**config.mk**
```make
export PLATFORM = sky130hd
export DESIGN_NAME = inst_fetch_unit_flat
export DESIGN_NICKNAME = d
export VERILOG_FILES = /design/src/rtl/inst_fetch_unit_pkg.sv /design/src/rtl/inst_fetch_unit_if.sv /design/src/rtl/inst_fetch_unit_queue.sv /design/src/rtl/inst_fetch_unit.sv /design/src/flat_wrapper.sv
export SDC_FILE = /design/constraint.sdc
export NUM_CORES = 1
export LEC_CHECK = 0
export ABC_AREA = 1
export BUFFER_PORTS_ARGS = -buffer_cell sky130_fd_sc_hd__buf_4
export CAP_MARGIN = 0
export CORE_ASPECT_RATIO = 0.75
export CORE_MARGIN = 5
export CORE_UTILIZATION = 25
export CTS_CLUSTER_DIAMETER = 50
export CTS_CLUSTER_SIZE = 10
export DETAILED_ROUTE_END_ITERATION = 8
export MAX_ROUTING_LAYER = met4
export SETUP_SLACK_MARGIN = 0.2
export SLEW_MARGIN = 20
export SYNTH_ARGS = -nofsm -noshare
export SYNTH_HDL_FRONTEND = slang
export SYNTH_HIERARCHICAL = 1
export SYNTH_SLANG_ARGS = --single-unit
```
**constraint.sdc**
```tcl
create_clock -name CLOCK_50 -period 3 [get_ports CLOCK_50]
set_clock_uncertainty 0.05 [all_clocks]
set_input_delay 0.3 -clock CLOCK_50 [delete_from_list [all_inputs] [get_ports CLOCK_50]]
set_output_delay 0.3 -clock CLOCK_50 [all_outputs]
set_load 0.02 [all_outputs]
```
**src/rtl/inst_fetch_unit_pkg.sv**
```systemverilog
// Shared constants, fetch FSM states and queue entry layout for the instruction-fetch unit.
package proc_fetch_pkg;

  localparam int DBITS          = 32;
  localparam int INST_BIT_WIDTH = 32;
  localparam logic [DBITS-1:0] INST_SIZE = 32'd4;
  localparam logic [DBITS-1:0] START_PC  = 32'h40;

  typedef enum logic [1:0] {
    BOOT  = 2'd0,
    RUN   = 2'd1,
    STALL = 2'd2
  } fetch_state_e;

  typedef struct packed {
    logic [DBITS-1:0]          pc;
    logic [INST_BIT_WIDTH-1:0] inst;
  } fetch_entry_t;

endpackage

```
**src/rtl/inst_fetch_unit_if.sv**
```systemverilog
// Memory-side and decode-side signal bundle of the fetch unit.
// Decode handshake: the head transfers on a rising edge where out_valid && out_ready.
interface inst_fetch_unit_if;

  logic [proc_fetch_pkg::DBITS-1:0]          pcOut;
  logic [proc_fetch_pkg::INST_BIT_WIDTH-1:0] instWord;
  logic                                      redirect_valid;
  logic [proc_fetch_pkg::DBITS-1:0]          redirect_pc;
  logic                                      out_valid;
  logic                                      out_ready;
  logic [proc_fetch_pkg::INST_BIT_WIDTH-1:0] out_inst;
  logic [proc_fetch_pkg::DBITS-1:0]          out_pc;
  logic [proc_fetch_pkg::DBITS-1:0]          out_pc_next;

  modport master (
    output pcOut, out_valid, out_inst, out_pc, out_pc_next,
    input  instWord, redirect_valid, redirect_pc, out_ready
  );

  modport slave (
    input  pcOut, out_valid, out_inst, out_pc, out_pc_next,
    output instWord, redirect_valid, redirect_pc, out_ready
  );

endinterface

```
**src/rtl/inst_fetch_unit_queue.sv**
```systemverilog
// Small synchronous FIFO of {pc, inst} fetch entries; flush empties it in one edge.
module fetch_queue
  import proc_fetch_pkg::*;
#(
  parameter  int DEPTH = 2,
  localparam int PW    = $clog2(DEPTH),
  localparam int CW    = $clog2(DEPTH + 1)
) (
  input  logic          clk,
  input  logic          rst_n,
  input  logic          enq,
  input  fetch_entry_t  enq_data,
  input  logic          deq,
  input  logic          flush,
  output logic          full,
  output logic          empty,
  output logic [CW-1:0] count,
  output fetch_entry_t  head
);

  fetch_entry_t  mem_q [DEPTH];
  fetch_entry_t  mem_d [DEPTH];
  logic [PW-1:0] rd_ptr_q, rd_ptr_d;
  logic [PW-1:0] wr_ptr_q, wr_ptr_d;
  logic [CW-1:0] count_q, count_d;

  // Flush wins over any enqueue/dequeue in the same cycle.
  always_comb begin
    mem_d    = mem_q;
    rd_ptr_d = rd_ptr_q;
    wr_ptr_d = wr_ptr_q;
    count_d  = count_q;
    if (flush) begin
      rd_ptr_d = '0;
      wr_ptr_d = '0;
      count_d  = '0;
    end else begin
      if (enq) begin
        mem_d[wr_ptr_q] = enq_data;
        wr_ptr_d        = wr_ptr_q + PW'(1);
      end
      if (deq) begin
        rd_ptr_d = rd_ptr_q + PW'(1);
      end
      count_d = count_q + CW'(enq) - CW'(deq);
    end
  end

  always_ff @(posedge clk) begin
    if (!rst_n) begin
      mem_q    <= '{default: '0};
      rd_ptr_q <= '0;
      wr_ptr_q <= '0;
      count_q  <= '0;
    end else begin
      mem_q    <= mem_d;
      rd_ptr_q <= rd_ptr_d;
      wr_ptr_q <= wr_ptr_d;
      count_q  <= count_d;
    end
  end

  assign full  = (count_q == CW'(DEPTH));
  assign empty = (count_q == '0);
  assign count = count_q;
  assign head  = mem_q[rd_ptr_q];

endmodule

```
**src/rtl/inst_fetch_unit.sv**
```systemverilog
// Instruction-fetch initiator: BOOT/RUN/STALL PC sequencer feeding a fetch queue toward decode.
// Optional FETCH_PERF_CNT_EN adds fetch_count, stall_cycles and flush_count outputs.
module inst_fetch_unit
  import proc_fetch_pkg::*;
#(
  parameter int QUEUE_DEPTH = 2
) (
  input  logic               CLOCK_50,
  input  logic               FPGA_RESET_N,
  inst_fetch_unit_if.master  fif,
  output fetch_state_e       state_dbg
`ifdef FETCH_PERF_CNT_EN
  ,
  output logic [31:0]        fetch_count,
  output logic [31:0]        stall_cycles,
  output logic [31:0]        flush_count
`endif
);

  localparam int CW = $clog2(QUEUE_DEPTH + 1);

  fetch_state_e     state_q, state_d;
  logic [DBITS-1:0] fetch_pc_q, fetch_pc_d;
  logic             enq, deq;
  logic             q_full, q_empty;
  logic [CW-1:0]    q_count;
  fetch_entry_t     q_head, enq_entry;

  assign enq_entry = '{pc: fetch_pc_q, inst: fif.instWord};

  // Redirect overrides the sequencer; an enqueue is allowed into a full queue only when its head leaves.
  always_comb begin
    deq        = !q_empty && fif.out_ready;
    enq        = 1'b0;
    state_d    = state_q;
    fetch_pc_d = fetch_pc_q;
    if (fif.redirect_valid) begin
      state_d    = RUN;
      fetch_pc_d = {fif.redirect_pc[DBITS-1:2], 2'b00};
    end else begin
      case (state_q)
        BOOT: state_d = RUN;
        RUN: begin
          if (!q_full || deq) begin
            enq        = 1'b1;
            fetch_pc_d = fetch_pc_q + INST_SIZE;
            if (!deq && q_count == CW'(QUEUE_DEPTH - 1)) state_d = STALL;
          end else begin
            state_d = STALL;
          end
        end
        STALL: begin
          if (deq) begin
            enq        = 1'b1;
            fetch_pc_d = fetch_pc_q + INST_SIZE;
            state_d    = RUN;
          end
        end
        default: state_d = BOOT;
      endcase
    end
  end

  always_ff @(posedge CLOCK_50) begin
    if (!FPGA_RESET_N) begin
      state_q    <= BOOT;
      fetch_pc_q <= START_PC;
    end else begin
      state_q    <= state_d;
      fetch_pc_q <= fetch_pc_d;
    end
  end

  fetch_queue #(.DEPTH(QUEUE_DEPTH)) u_queue (
    .clk      (CLOCK_50),
    .rst_n    (FPGA_RESET_N),
    .enq      (enq),
    .enq_data (enq_entry),
    .deq      (deq),
    .flush    (fif.redirect_valid),
    .full     (q_full),
    .empty    (q_empty),
    .count    (q_count),
    .head     (q_head)
  );

  assign fif.pcOut       = fetch_pc_q;
  assign fif.out_valid   = !q_empty;
  assign fif.out_inst    = q_head.inst;
  assign fif.out_pc      = q_head.pc;
  assign fif.out_pc_next = q_empty ? '0 : q_head.pc + INST_SIZE;
  assign state_dbg       = state_q;

`ifdef FETCH_PERF_CNT_EN
  logic [31:0] fetch_cnt_q, fetch_cnt_d;
  logic [31:0] stall_cnt_q, stall_cnt_d;
  logic [31:0] flush_cnt_q, flush_cnt_d;
  logic        discards;

  // A head consumed in the redirect cycle is not a discarded entry.
  always_comb begin
    discards    = deq ? (q_count > CW'(1)) : (q_count != '0);
    fetch_cnt_d = fetch_cnt_q + 32'(enq);
    stall_cnt_d = stall_cnt_q + 32'(state_q == STALL);
    flush_cnt_d = flush_cnt_q + 32'(fif.redirect_valid && discards);
  end

  always_ff @(posedge CLOCK_50) begin
    if (!FPGA_RESET_N) begin
      fetch_cnt_q <= '0;
      stall_cnt_q <= '0;
      flush_cnt_q <= '0;
    end else begin
      fetch_cnt_q <= fetch_cnt_d;
      stall_cnt_q <= stall_cnt_d;
      flush_cnt_q <= flush_cnt_d;
    end
  end

  assign fetch_count  = fetch_cnt_q;
  assign stall_cycles = stall_cnt_q;
  assign flush_count  = flush_cnt_q;
`endif

endmodule

```
**src/flat_wrapper.sv**
```systemverilog
// flat-port wrapper written by rule: the top's interface ports become plain ports
module inst_fetch_unit_flat import proc_fetch_pkg::*;
#(
  parameter int QUEUE_DEPTH = 2
)
  (CLOCK_50, FPGA_RESET_N, state_dbg, fif_pcOut, fif_out_valid, fif_out_inst, fif_out_pc, fif_out_pc_next, fif_instWord, fif_redirect_valid, fif_redirect_pc, fif_out_ready);
  inst_fetch_unit_if fif_i ();
  input  logic CLOCK_50;
  input  logic FPGA_RESET_N;
  output fetch_state_e state_dbg;
  output wire logic [$bits(fif_i.pcOut)-1:0] fif_pcOut;
  output wire logic [$bits(fif_i.out_valid)-1:0] fif_out_valid;
  output wire logic [$bits(fif_i.out_inst)-1:0] fif_out_inst;
  output wire logic [$bits(fif_i.out_pc)-1:0] fif_out_pc;
  output wire logic [$bits(fif_i.out_pc_next)-1:0] fif_out_pc_next;
  input wire logic [$bits(fif_i.instWord)-1:0] fif_instWord;
  input wire logic [$bits(fif_i.redirect_valid)-1:0] fif_redirect_valid;
  input wire logic [$bits(fif_i.redirect_pc)-1:0] fif_redirect_pc;
  input wire logic [$bits(fif_i.out_ready)-1:0] fif_out_ready;
  assign fif_pcOut = fif_i.pcOut;
  assign fif_out_valid = fif_i.out_valid;
  assign fif_out_inst = fif_i.out_inst;
  assign fif_out_pc = fif_i.out_pc;
  assign fif_out_pc_next = fif_i.out_pc_next;
  assign fif_i.instWord = fif_instWord;
  assign fif_i.redirect_valid = fif_redirect_valid;
  assign fif_i.redirect_pc = fif_redirect_pc;
  assign fif_i.out_ready = fif_out_ready;
  inst_fetch_unit #(.QUEUE_DEPTH(QUEUE_DEPTH)) u_core (.CLOCK_50(CLOCK_50), .FPGA_RESET_N(FPGA_RESET_N), .fif(fif_i), .state_dbg(state_dbg));
endmodule
```
# Yosys cells after proc, flatten, opt, wreduce, memory -nomap -nowiden
# Cells that the tools add are included.
word_totals:
  regBits: 166
classes:
  eq_ne: 10
  mux: 20
  bitwise: 4
  n_addsub: 6
  magnitude_cmp: 3
  n_reduce_logical: 17
ops:
  columns: ["cell", "count"]
  rows:
  - ["2-to-1 mux 64 bit", 4]
  - ["bitwise mux 128 bit", 1]
  - ["2-to-1 mux 32 bit", 4]
  - ["adder 32 x 3 -> 32 bit, second input constant", 2]
  - ["demux 64 bit (select 1 bit)", 1]
  - ["one-hot mux 32 bit (2 select lines)", 1]
  - ["2-to-1 mux 2 bit", 3]
  - ["inequality test 3 bit, second input constant", 2]
  - ["one-hot mux 2 bit (3 select lines)", 1]
  - ["AND reduction 2 bit", 3]
  - ["AND reduction 3 bit", 2]
  - ["equality test 2 x 1 -> 1 bit, second input constant", 2]
  - ["equality test 2 bit, second input constant", 2]
  - ["greater-or-equal comparator 2 bit, second input constant", 2]
  - ["logical NOT 2 bit", 2]
  - ["2-to-1 mux 1 bit", 4]
  - ["inequality test 4 bit, second input constant", 1]
  - ["NOT 1 -> 2 bit", 2]
  - ["logical AND 1 bit", 3]
  - ["logical NOT 1 bit", 3]
  - ["inequality test 3 x 2 -> 1 bit, second input constant", 1]
  - ["nonzero test 3 bit", 1]
  - ["adder 1 bit, second input constant", 2]
  - ["adder 2 x 1 -> 2 bit", 1]
  - ["other kinds (9)", 10]

# Logic depth before layout (Yosys ltp)
logic_depth:
  ltp_word: 9
  ltp_mapped: 15

# Cells and area by module
# Netlist, hierarchy kept.
modules_own_cells:
  columns: ["mod", "cells_per_inst", "area_per_inst_um2", "seq_area_each_um2", "instances"]
  rows:
  - ["fetch_queue", 854, 5640.4, 2642.5, 1]
  - ["inst_fetch_unit", 554, 3261.9, 640.6, 1]

# Least setup slack after synthesis
# Ideal clock, no wire load.
synth_path:
  path_type: "register to output"
  start: "register u_core.u_queue.rd_ptr_q"
  end: "output fif_out_pc_next[23]"
  slack_ns: -0.102
  arrival_time_ns: 2.752
  t_required_ns: 2.650
  path_stages_with_launch: 10
  path_buffers: 2
  cell_sequence: "dfxtp_1 > buf_4 > clkbuf_1 > o21ai_0 > nand3_1 > nor2_2 > nand4_2 > nor2_1 > nor2_1 > nor3_1"
synth_via:
  elab_chain_cells: 6
synth_lines:
  columns: ["item", "line", "rtl"]
  rows:
  - ["start, declared", "inst_fetch_unit_queue.sv:23", "logic [PW-1:0] rd_ptr_q, rd_ptr_d;"]
  - ["start signal, assigned", "inst_fetch_unit_queue.sv:57", "rd_ptr_q <= rd_ptr_d;"]
  - ["NOT 1 -> 2 bit (not written as such)", "inst_fetch_unit_queue.sv:66", "assign head = mem_q[rd_ptr_q];"]
  - ["2-to-1 mux 64 bit (not written as such) (3 in series)", "inst_fetch_unit_queue.sv:66", null]
  - ["named net fif_out_pc[4]", "flat_wrapper.sv:14", "output wire logic [$bits(fif_i.out_pc)-1:0] fif_out_pc;"]
  - ["adder 32 x 3 -> 32 bit", "inst_fetch_unit.sv:91", "assign fif.out_pc_next = q_empty ? '0 : q_head.pc + INST_SIZE;"]
  - ["2-to-1 mux 32 bit", "inst_fetch_unit.sv:91", null]
  - ["end, declared", "flat_wrapper.sv:15", "output wire logic [$bits(fif_i.out_pc_next)-1:0] fif_out_pc_next;"]
# The timed path passes the listed nets, and every way through them passes these cells. The select of a mux whose other input is x is not followed.

# Worst setup path after layout
layout_path:
  start: "register u_core.u_queue.rd_ptr_q"
  end: "output fif_out_pc_next[22]"
layout_via:
  elab_chain_cells: 6
layout_lines:
  columns: ["item", "line"]
  rows:
  - ["NOT 1 -> 2 bit (not written as such)", "inst_fetch_unit_queue.sv:66"]
  - ["2-to-1 mux 64 bit (not written as such) (3 in series)", "inst_fetch_unit_queue.sv:66"]
  - ["adder 32 x 3 -> 32 bit", "inst_fetch_unit.sv:91"]
  - ["2-to-1 mux 32 bit", "inst_fetch_unit.sv:91"]
# Every way passes these cells. The select of a mux whose other input is x is not followed.

==> results.md <==
- Status: finished clean
- Finished Layout Cells: 2068
- Core area: 34900 um^2
- NetSw: 1.51 mW
- Number of global-route vias before repair: 8705
- Post-synth ARST share: 0%
- EDFF count, synth: 0
- Required time of the critical path: 2.65 ns
- #FFs+latches synth: 164
- Pre-antenna DRT Iters: 5
- Pwr dens: 460 nW/um^2
- Initial antenna violation count: 0
- Final setup fails: 0
- CP dominant cell by count: buf_4
- Clock Pin Slew Worst Setup and Hold Paths: 0.07 ns
- Final wirelength: 32200 um
- First-pass GRT wire length: 49700 um
- Gr usage total: 16.2%
- Syn Inst Count: 1408
- Synth warn: 6
- Critical Path Fanout Max: 8
- CP startpoint kind: flip-flop
- Die area: 39500 um^2
- Worst Hold Launch: fif_instWord[0]
- Fin Setup TNS: 0 ns
- Total power draw: 5.43 mW
- Site Rows: 59
- P_int: 3.92 mW
- RSZ-0062 raised after global routing: yes
- Crit-path slowest cell: dfxtp_4
- Slew @ Worst Pin: 0.838 ns
- Tmin final: 2.90 ns
- DR iter-0 viols: 903
- Crit. End Element: primary output
- Max-cap violations: 0
- Num Clock Sinks: 164
- Maximum clock path buffer count: 2
- Max_slew headroom: 44.1%
- Vias per std cell: 4.60
- Num ports: 199
- Netlist cell types: 41
- CTS tree: built
- Crit path DAT: 2.55 ns
- Syn avg cell area: 6.32 um^2
- Final ANT Viol Nets: 0
- Antenna cell count: 0
- Root Driver: clkbuf_16
- Tightest hold margin: 0.0436 ns
- Register area share after synthesis: 36.9%
- Total clock buffers created by CTS: 17
- Layout cells sized above 1: 21.4%
- Largest net degree at the start of global routing: 113
- Final Hold Violating Endpoints: 0
- Area grow syn2layout: 32.5%
- CP startpoint: u_core/u_queue/rd_ptr_q
- Nets: 1676
- Max IR drop VDD: 371 uV
- Fmax: 344 MHz
- Grt ovf: 0
- WS Path Type: reg2out
- Clock Power Share: 42.4%
- Sw Ratio: 27.8%
- Post-route DRC: 0
- Reg2Reg Launch Point: u_core/u_queue/count[1]
- Top post-synthesis cells by area: dfxtp_1 37%, nor2_1 15%, nand2_1 14%
- Sequential power share: 43.5%
- Max-slew violation count: 0
- Cells along the critical path: buf_4 > nand2_1 > o21ai_2 > buf_4 > nand2_1 > inv_1 > nand3_2 > inv_1 > nand2_2 > nor2_4 > nand3_1 > o21ai_0 > nor2_1 > buf_4
- Ys flop type: dfxtp_1
- H-tree depth: 4
- Mapped Area: 8900 um^2
- Drt wl/cell: 15.6 um
- Skew-Pair Late Insertion Delay: 0.44 ns
- Top cell type's share of synthesized area: 36.9%
- Layout fillers: 3786
- Die width: 228 um
- Cell taking the most area after synthesis: dfxtp_1
- Placed cells: 2031
- Final worst slack: 0.0953 ns
- Leak: 5.45 nW
- Routed via count: 9522
- Initial core utilization: 25.5%
- DPL Wire Length: 23000 um
- DIE HEIGHT: 173 um
- Logic gate share of total power: 14.1%
- Setup WS pre-CTS: 0.205 ns
- Hold Path Class: in2reg
- # port buffers: 194
- CP peak stage delay: 0.46 ns
- Fin crit share: 96.8%
- Final GP Congestion: 0.902
## cells by family after synthesis
| group | count (synthesis) | synth area share [%] |
|---|---|---|
| AOI/OAI and AO/OA | 218 | 13.2 |
| adders and majority gates | 9 | 1.26 |
| xor gates and xnor gates | 19 | 1.87 |
| buffers and inverters | 209 | 10.4 |
| DFF | 164 | 36.9 |
| other | 1 | 0.0421 |
| and+or+nand+nor | 788 | 36.4 |
## power by group through the flow
| stage | Sequential, mW | Clock, mW | Combinational (mW) |
|---|---|---|---|
| after floorplan | 2.40 | 0 | 0.404 |
| after global placement | 2.41 | 0 | 0.739 |
| after detailed placement | 2.41 | 0 | 0.748 |
| after CTS | 2.36 | 2.36 | 0.767 |
| after global routing | 2.37 | 2.45 | 0.837 |
| final | 2.36 | 2.30 | 0.763 |
## metrics by stage
stage / cell area (um^2) / util, %
2_1_floorplan: 8930 / -
3_3_place_gp: 10900 / 31.2
3_5_place_dp: 10900 / 31.2
4_1_cts: 11800 / 33.7
5_1_grt: 11800 / 33.8
6_report: 11800 / 33.8
## cell usage in the layout (no fill, tap or decap), types with 5 or more instances in the layout
master / synthesis / layout
nor2_4: 3 / 6
a22oi_1: 13 / 13
nor2_2: 11 / 22
xor2_1: 12 / 12
nand3_1: 41 / 39
dfxtp_1: 164 / 163
nand4_1: 7 / 7
nor2_1: 347 / 333
o21ai_1: 14 / 22
inv_1: 136 / 136
o21ai_2: 0 / 13
nand2_1: 341 / 340
ha_1: 9 / 8
buf_4: 4 / 230
a31oi_1: 6 / 6
nor3_1: 17 / 13
conb_1: 1 / 6
o21ai_4: 0 / 6
o21ai_0: 133 / 106
a21oi_1: 41 / 40
clkbuf_16: 0 / 17
nand2_2: 6 / 7
nor3_2: 1 / 5
buf_12: 0 / 6
xnor2_1: 7 / 7
## final timing paths
kind,endpoint,slack [ns],cells past startpoint
hold / removal,u_core/u_queue/mem_q[64],0.04,3
setup reg to reg,u_core/u_queue/mem_q[21],0.53,14
setup / recovery,fif_out_pc_next[22],0.1,14
hold reg to reg,u_core/u_queue/mem_q[7],0.45,2
## registers in the layout, indices dropped and copies added (netlist names)
| register | count |
|---|---|
| u_core/u_queue/count | 2 |
| u_core/fif.pcOut | 30 |
| u_core/u_queue/rd_ptr_q | 1 |
| u_core/u_queue/wr_ptr_q | 1 |
| u_core/state_dbg | 2 |
| u_core/u_queue/mem_q | 128 |
## repair_timing
item,CTS,global route
setup buffers,5,1
pin swaps,1,2
gates resized for setup,62,5
hold buffers,0,0
endpoints found under the setup margin,24,20
## routing by layer
metal	up-vias	global-route usage [%]	wire [um]
met5	-	-	0
met4	0	3.17	362
met3	24	4.08	2470
met2	339	23.8	13900
met1	4389	22.8	15400
li1	4770	-	-
## layout make-up
class                           count  area, um^2  share of cell area (%)
Clock inverter                      9         129                    1.09
Clock buffer                       22         474                    4.02
Inverter                          139         532                    4.51
Tap cell                          457         572                    4.85
Multi-Input combinational cell   1040        4930                    41.8
Sequential cell                   164        3290                    27.9
Timing Repair Buffer              237        1870                    15.9
## worst max-delay path, delay by kind of cell, from the launching register on
kind / cells / cell delay, ns
compound gates: 2 / 0.23
buf+inv: 5 / 0.70
flops: 1 / 0.46
simple gates: 7 / 0.73
## synth_stat cells, types with 5 or more instances
library cell    n
dfxtp_1       164
a31oi_1         6
a22oi_1        13
nand4_1         7
nand2_1       341
ha_1            9
nor3_1         17
inv_1         136
o21ai_0       133
xnor2_1         7
buf_2          27
nor2_2         11
nand3_1        41
buf_6          11
a21oi_1        41
xor2_1         12
nand2_2         6
o21ai_1        14
nor2_1        347
clkbuf_1       23
buf_1           5
Note: power is estimated with default switching activity, not from simulation.
